**config.mk**
```make
export PLATFORM = sky130hd
export DESIGN_NAME = hs_word_packer
export DESIGN_NICKNAME = d
export VERILOG_FILES = /design/src/rtl/hs_word_packer.sv
export SDC_FILE = /design/constraint.sdc
export NUM_CORES = 1
export LEC_CHECK = 0
export ABC_AREA = 1
export BUFFER_PORTS_ARGS = -buffer_cell sky130_fd_sc_hd__buf_2
export CORE_MARGIN = 2
export CORE_UTILIZATION = 24
export CTS_BUF_LIST = sky130_fd_sc_hd__clkbuf_16
export CTS_CLUSTER_SIZE = 40
export DETAILED_ROUTE_END_ITERATION = 16
export PLACE_DENSITY = 0.45
export SLEW_MARGIN = 20
export SYNTH_ARGS = -nofsm -noshare
export SYNTH_HDL_FRONTEND = slang
export SYNTH_SLANG_ARGS = --single-unit
```
**constraint.sdc**
```tcl
create_clock -name CLK -period 3.4 [get_ports CLK]
set_input_delay 1.02 -clock CLK [delete_from_list [all_inputs] [get_ports CLK]]
set_output_delay 1.02 -clock CLK [all_outputs]
set_load 0.05 [all_outputs]
```
**src/rtl/hs_word_packer.sv**
```systemverilog
// Valid/ready width up-converter: packs RATIO upstream words into one beat,
// with LAST_UP closing a partial beat early. First word lands at bits [0:WIDTH-1].
module hs_word_packer #(
    parameter int WIDTH = 32,
    parameter int RATIO = 4,
    parameter int CW    = $clog2(RATIO) + 1
) (
    input  logic                     CLK,
    input  logic                     RESET,
    input  logic                     VALID_UP,
    output logic                     READY_UP,
    input  logic [0:WIDTH-1]         DATA_UP,
    input  logic                     LAST_UP,
    output logic                     VALID_DOWN,
    input  logic                     READY_DOWN,
    output logic [0:WIDTH*RATIO-1]   DATA_DOWN,
    output logic [CW-1:0]            COUNT_DOWN,
    output logic                     LAST_DOWN
);

    localparam int SW = $clog2(RATIO);

    logic [SW-1:0]          cnt;
    logic [0:WIDTH-1]       slot [RATIO-1];
    logic                   out_valid;
    logic                   accept;
    logic                   complete;
    logic [0:WIDTH*RATIO-1] beat;

    // Ready depends only on the output register and READY_DOWN, never on VALID_UP.
    assign READY_UP   = ~RESET && (~out_valid || READY_DOWN);
    assign accept     = VALID_UP && READY_UP;
    assign complete   = accept && ((cnt == SW'(RATIO - 1)) || LAST_UP);
    assign VALID_DOWN = out_valid;

    always_comb begin
        beat = '0;
        for (int i = 0; i < RATIO - 1; i++) begin
            if (SW'(i) < cnt) begin
                beat[i*WIDTH +: WIDTH] = slot[i];
            end else if (SW'(i) == cnt) begin
                beat[i*WIDTH +: WIDTH] = DATA_UP;
            end
        end
        if (cnt == SW'(RATIO - 1)) begin
            beat[(RATIO-1)*WIDTH +: WIDTH] = DATA_UP;
        end
    end

    always_ff @(posedge CLK) begin
        if (RESET) begin
            out_valid  <= 1'b0;
            DATA_DOWN  <= '0;
            COUNT_DOWN <= '0;
            LAST_DOWN  <= 1'b0;
            cnt        <= '0;
            for (int i = 0; i < RATIO - 1; i++) begin
                slot[i] <= '0;
            end
        end else if (complete) begin
            // A completing word overwrites any beat draining in the same cycle.
            out_valid  <= 1'b1;
            DATA_DOWN  <= beat;
            COUNT_DOWN <= CW'(cnt) + CW'(1);
            LAST_DOWN  <= LAST_UP;
            cnt        <= '0;
            for (int i = 0; i < RATIO - 1; i++) begin
                slot[i] <= '0;
            end
        end else begin
            if (out_valid && READY_DOWN) begin
                out_valid <= 1'b0;
            end
            if (accept) begin
                cnt <= cnt + SW'(1);
                for (int i = 0; i < RATIO - 1; i++) begin
                    if (cnt == SW'(i)) begin
                        slot[i] <= DATA_UP;
                    end
                end
            end
        end
    end

endmodule
```
; Yosys cells after proc, flatten, opt, wreduce, memory -nomap -nowiden
; Memories as Yosys holds them, arrays and structs flattened.
; Cells that the tools add are included.
[op_classes]
reduce_logical = 9
n_shift = 0
n_lt_le_gt_ge = 3
addsub = 2
div_mod_pow = 0
n_eq_ne = 5
n_mul = 0
bitwise = 8
mux = 35
[op_table]
columns = op, n
row1 = $mux W32, 13
row2 = $mux W1, 22
row3 = $or A1 B1 Y1, 6
row4 = $eq A2 B2 Y1 const B, 2
row5 = $logic_and A1 B1 Y1, 4
row6 = $lt A1 B2 Y1 const A, 2
row7 = $add A2 B1 Y3 const B, 1
row8 = $add A2 B1 Y2 const B, 1
row9 = $eq A1 B2 Y1 const A, 1
row10 = $eq A2 B1 Y1 const B, 1
row11 = $eq A2 B2 Y1 const A, 1
row12 = $logic_not A2 Y1, 1
row13 = $logic_or A1 B1 Y1, 2
row14 = $lt A2 B2 Y1 const A, 1
row15 = $not A1 Y1, 2
row16 = $reduce_bool A2 Y1, 1
row17 = $reduce_or A2 Y1, 1
[totals]
n_memories = 1
reg_bits = 135
out_inout_bits = 134
latchBits = 0
inputBits = 37
rom_bits = 0
ram_bits = 96
elab_cells = 68
[memory_table]
columns = memory, depth, width, rd, rd_clocked_by_memory_dff, wr, line
row1 = slot, 3, 32, 3, 0, 3, 24  ; logic [0:WIDTH-1] slot [RATIO-1];

; Longest topological paths before layout
; Gate-level depths: netlist of run 1.
[depth]
depth_word = 10
depth_mapped = 11
depth_no_buf = 9

; Least setup slack after synthesis of run 1
; No wires, ideal clock.
[synth_path]
path_type = input to register
start = input READY_DOWN
end = memory slot[0][64] (netlist name) (enable)
t_arrival_ps = 2700
required_time_ps = 3011
path_buffers = 2
path_stages = 10
setup_ps = 389
slack_ps = 310
path_cell_list = inv_1 > nand2_1 > nand2_2 > inv_2 > nand2_2 > nor2_2 > nor2_2 > buf_4 > buf_4 > nand2_1
[synth_rtl]
columns = element, line
row1 = "start, declared", 15  ; input logic READY_DOWN,
row2 = "end, declared", 24

; Worst setup path in the final report of run 1
[layout_path]
start = input RESET
end = output READY_UP
[layout_between]
elab_chain_cells = 2
[layout_rtl]
columns = element, line
row1 = "start, declared", 9  ; input logic RESET,
row2 = $not A1 Y1, 31  ; assign READY_UP = ~RESET && (~out_valid || READY_DOWN);
row3 = $logic_and A1 B1 Y1, 31
row4 = "end, declared", 11  ; output logic READY_UP,
; Every way passes these cells.

==> flow_metrics.py, run 1 <==
metrics = {
    "worst_hold_path": {
        "min_path_type": "reg -> reg",
    },
    "placed_design": {
        "portBuffers": 170,
        "dp_hpwl_um": 17600,
        "place.gp.congestion": 0.719,
    },
    "pwr": {
        "vdd_drop_max_mv": 0.285,
        "p_leak_nw": 5.86,
        "power.density_nw_per_um2": 545,
        "p_total_mw": 6.43,
    },
    "setup_path": {
        "path_max_fanout": 4,
        "path_class": "in -> out",
        "worstPathArrival_ns": 1.63,
        "worstSetupEndpointType": "primary output",
        "start_kind": "primary input",
        "required_ns": 2.38,
    },
    "outcome": {
        "outcome": "complete, no violations",
    },
    "clock_tree": {
        "clock_path_buffers": 3,
        "clk_pin_slew_ns": 0.06,
        "cts.root.buffer_cell": "clkbuf_16",
        "clk_latency_ns": 0.53,
        "cts_tree": "built",
        "cts_setup_buffers": 0,
        "numClockSinks": 231,
        "ctsHoldBuffers": 0,
        "cts_repair_resize_count": 0,
        "htree_levels": 1,
        "cts_buffers": 27,
    },
    "synth": {
        "yosysSeqAreaShare": 0.586,
        "synth_compound_gate_area_share": 0.0542,
        "synth_area_leaders": "edfxtp_1 (30%), dfxtp_1 (28%), nand2_1 (14%)",
        "synth_top_family_by_area": "simple AND/OR/NAND/NOR gates",
        "synth_area_um2": 9540,
        "synthXorXnorAreaFrac": 0,
        "synth_fa_ha_area_frac": 0.00525,
        "postSynthAreaPerCell_um2": 8.33,
        "syn_inst": 1145,
        "ys_warn_count": 0,
        "muxShareOfSynthArea": 0.0378,
        "syn_nets": 1186,
        "yosys.area_share.simple": 0.233,
        "synth_top_area_frac": 0.302,
        "ys_ff_latch": 231,
        "synth_top_area_cell": "edfxtp_1",
        "ys_types": 20,
    },
    "timing": {
        "report.final.slew_viol_count": 0,
        "setup_violations": 0,
        "worstMarginPinSlew_ns": 0.833,
        "finClkSkew_ns": 0.00932,
        "finalHoldViolCount": 0,
        "fin_tns_setup_ns": 0,
        "slew_headroom": 0.445,
        "fmax_ghz": 0.377,
        "rsz0062_at_grt": "no",
        "fin_crit_sh": 0.780,
        "min_period_ns": 2.65,
    },
    "cells_and_area": {
        "layout_commonest_cell": "nand2_1",
        "layout.nets": 1342,
        "drive_gt1_frac": 0.208,
        "areaGrowthSynthToFinish_pct": 23.7,
        "multi_input_area_um2": 3180,
        "nFillCells": 4307,
        "seqCellArea_um2": 5590,
        "utilization": 0.299,
        "most-common-layout-cells": "nand2_1 (341), nor2_1 (193), buf_2 (170)",
    },
    "drt": {
        "wl_per_cell_um": 14.6,
        "wl_um": 27000,
        "ant_nets": 0,
        "avgViaCountPerCell": 4.04,
        "route.detailed.drc": 0,
        "drtIter0Drc": 382,
        "drt-pass1-iter-count": 4,
        "num_vias": 7460,
    },
    "global_route": {
        "grt_use_total": 0.129,
        "grt_pass1_wl_um": 41900,
        "antenna_found_initial": 0,
        "grt.overflow.total": 0,
        "grt_max_degree": 98,
        "grt_pass1_vias": 7391,
    },
    "die": {
        "fp.dieW_um": 203,
        "fp.dieArea_um2": 41300,
        "start_util": 0.242,
        "dieHeight_um": 203,
        "core-area_um2": 39500,
        "io_pins": 171,
        "rows": 73,
    },
    "flow_run": {
        "cap_violations": 0,
    },
}
## Yosys cell counts
| library cell | n |
|---|---|
| edfxtp_1 | 96 |
| o21ai_2 | 1 |
| clkbuf_1 | 32 |
| nand2_2 | 2 |
| dfxtp_1 | 135 |
| buf_1 | 3 |
| buf_4 | 5 |
| a21oi_1 | 36 |
| nand3_1 | 33 |
| nor2_2 | 2 |
| buf_2 | 26 |
| nand2_1 | 344 |
| o21ai_0 | 64 |
| inv_1 | 133 |
| mux2_2 | 32 |
| inv_2 | 2 |
| o211ai_1 | 1 |
| nor2_4 | 1 |
| nor2_1 | 193 |
| ha_1 | 4 |
## cell families (layout without fill, tap and decap cells)
logic type | Yosys count | count (layout)
fa+ha+maj | 4 | 4
simple gates | 575 | 575
other cells | 0 | 1
buf+inv | 201 | 377
mux | 32 | 32
flops | 231 | 231
compound gates | 102 | 102
## power by group
group          internal [mW]  total (mW)  switching (mW)
Clock                   1.50        2.62            1.11
Combinational          0.184       0.722           0.538
Sequential              3.04        3.10          0.0590
## sequential cells by signal (all words and copies together), names as in the netlist
name and cells:
slot 96, LAST_DOWN 1, VALID_DOWN 1, COUNT_DOWN 3, DATA_DOWN 128, cnt 2
## critical path: stages
cell and delay, ns:
buf_2 0.14, clkinv_2 0.07, nand2_2 0.08, inv_2 0.07
buf_2 0.26
## metal layers
layer	share of wire	up-vias	global-route usage
met2	0.46	137	0.214
met5	0	-	0
met3	0.047	29	0.0203
met1	0.48	3430	0.175
li1	-	3864	-
met4	0.016	0	0.0349
## path summary, 6_finish.rpt
check,slack (ns),end,from,cells after the start
max,0.75,READY_UP,RESET,5
min,0.44,DATA_DOWN[124],DATA_DOWN[124],2
max reg2reg,0.96,slot[0][29],cnt[1],5
min reg2reg,0.44,DATA_DOWN[124],DATA_DOWN[124],2
## cell type report
class / instances / area share
multi-input cells: 713 / 0.270
clock inverters: 22 / 0.00997
clock buffers: 27 / 0.0573
flip-flops and latches: 231 / 0.474
diodes: 1 / 0.000212
inverters: 135 / 0.0431
well taps: 525 / 0.0557
repair buffers: 193 / 0.0903
## per-stage QoR
step	instance area, µm²	std cells	setup slack [ns]	hold WS [ns]
3_5_place_dp	11000	1797	0.670	0.427
5_1_grt	11800	1846	0.714	0.456
6_report	11800	1847	0.748	0.441
2_1_floorplan	9540	1145	0.310	0.475
4_1_cts	11800	1846	0.756	0.445
3_3_place_gp	11000	1797	0.727	0.423
Power figures use the tool's default switching activity.
==> run 2: changes to the inputs <==
PLACE_DENSITY = 0.46   (was 0.45)
clock period = 2.2 ns   (was 3.4 ns; I/O delays follow)
==> run 2 against run 1 <==
Via count about the same. Final area increased by 1.9%. Worst setup slack got worse by 0.57 ns. Non-clock buffer count increased by 13. Register-to-register slack got worse by 0.58 ns. Sequential power increased by 55%. Critical path type is now reg -> out. Largest cell class unchanged.
==> flow_metrics.py, run 2 (synthesized netlist as in run 1, its figures left out) <==
metrics = {
    "global_route": {
        "antenna_found_initial": 0,
        "busiest_layer": "met2",
        "grt_max_degree": 98,
        "grt_pass1_wl_um": 42200,
        "grt_use_met3": 0.0222,
        "grtUsageMet1": 0.179,
        "grt_use_total": 0.130,
        "grt.overflow.total": 0,
        "gr-usage-met2": 0.212,
        "grt_pass1_vias": 7436,
    },
    "placed_design": {
        "place.gp.congestion": 0.726,
        "portBuffers": 170,
        "place_ws_ns": 0.0756,
        "dp_hpwl_um": 17800,
        "dp_cells": 1810,
    },
    "pwr": {
        "p_leak_nw": 5.99,
        "power.density_nw_per_um2": 832,
        "vdd_drop_max_mv": 0.511,
    },
    "clock_tree": {
        "clock_path_buffers": 3,
        "cts.root.buffer_cell": "clkbuf_16",
        "htree_levels": 1,
        "ctsHoldBuffers": 0,
        "cts_setup_buffers": 0,
        "cts_buffers": 27,
        "clk_latency_ns": 0.54,
        "cts_repair_resize_count": 0,
        "numClockSinks": 231,
        "clk_pin_slew_ns": 0.06,
        "cts_tree": "built",
    },
    "cells_and_area": {
        "top_register": "DATA_DOWN",
        "areaGrowthSynthToFinish_pct": 26.0,
        "layout.nets": 1355,
        "drive_gt1_frac": 0.217,
        "antennaDiodeCount": 0,
        "nFillCells": 4228,
        "largest_register_ffs": 128,
        "utilization": 0.305,
        "final_cells": 1859,
        "reg_top3": "DATA_DOWN: 128 flops, slot: 96 flops, COUNT_DOWN: 3 flops",
        "layout_commonest_cell": "nand2_1",
        "most-common-layout-cells": "nand2_1 (341), nor2_1 (193), buf_2 (170)",
    },
    "drt": {
        "ant_nets": 0,
        "drtIter0Drc": 335,
        "avgViaCountPerCell": 4.01,
        "wl_um": 27000,
        "drt-pass1-iter-count": 4,
        "num_vias": 7458,
        "wl_per_cell_um": 14.5,
        "route.detailed.drc": 0,
    },
    "setup_path": {
        "start_kind": "flop",
        "worstPathArrival_ns": 1.36,
        "path_class": "reg -> out",
        "critical-path-max-stage-delay_ns": 0.31,
        "slowest_stage": "dfxtp_1",
        "path_cells": "nand2_1, nand2_2, inv_2, buf_2",
        "required_ns": 1.54,
        "path_max_fanout": 2,
        "worstSetupEndpointType": "primary output",
    },
    "timing": {
        "worstMarginPinSlew_ns": 0.492,
        "fin_crit_sh": 0.919,
        "fin_tns_setup_ns": 0,
        "finalHoldViolCount": 0,
        "min_period_ns": 2.02,
        "fmax_ghz": 0.495,
        "report.final.slew_viol_count": 0,
        "setup_violations": 0,
        "finClkSkew_ns": 0.0147,
        "hold_ws_ns": 0.375,
        "fin_ws_ns": 0.178,
        "rsz0062_at_grt": "no",
        "slew_headroom": 0.672,
    },
    "worst_hold_path": {
        "min_path_type": "in -> reg",
    },
    "die": {
        "start_util": 0.242,
        "rows": 73,
        "fp.dieW_um": 203,
        "core-area_um2": 39500,
        "dieHeight_um": 203,
        "io_pins": 171,
        "fp.dieArea_um2": 41300,
    },
    "outcome": {
        "outcome": "complete, no violations",
    },
    "flow_run": {
        "cap_violations": 0,
    },
}
-- run 2: cell type report --
cell class	instances	area (µm²)	area share
flip-flops and latches	231	5590	0.465
multi-input cells	713	3190	0.265
repair buffers	206	1280	0.107
clock buffers	28	701	0.0583
well taps	525	657	0.0547
inverters	135	508	0.0423
clock inverters	21	90.1	0.00750
-- run 2: path summary, 6_finish.rpt --
path	from	endpoint	slack (ns)	cells past startpoint
worst max-delay path	VALID_DOWN	READY_UP	0.18	4
worst min-delay path	RESET	VALID_DOWN	0.38	2
worst max register to register	cnt[0]	DATA_DOWN[16]	0.38	6
worst min register to register	DATA_DOWN[118]	DATA_DOWN[118]	0.44	2
-- run 2: per-layer routing --
layer / part of all wire / vias up
met5: 0 / -
met4: 0.015 / 0
met3: 0.043 / 25
met2: 0.46 / 137
met1: 0.48 / 3403
li1: - / 3893
-- run 2: through the flow --
stage          cell area (µm²)  power, mW
2_1_floorplan             9560       5.65
3_3_place_gp             11200       6.05
3_5_place_dp             11200       6.06
4_1_cts                  12000       10.2
5_1_grt                  12000       10.4
6_report                 12000       10.0
-- run 2: critical path, delay by kind of cell, from the launching register on --
family / cells / cell delay [ns]
and+or+nand+nor: 2 / 0.19
buffers and inverters: 2 / 0.33
DFF: 1 / 0.31
-- run 2: power breakdown --
part	internal, mW	total, mW	switching, mW
Sequential	4.69	4.79	0.0907
Combinational	0.323	1.16	0.841
Clock	2.28	4.05	1.77
Total	7.30	10.0	2.70
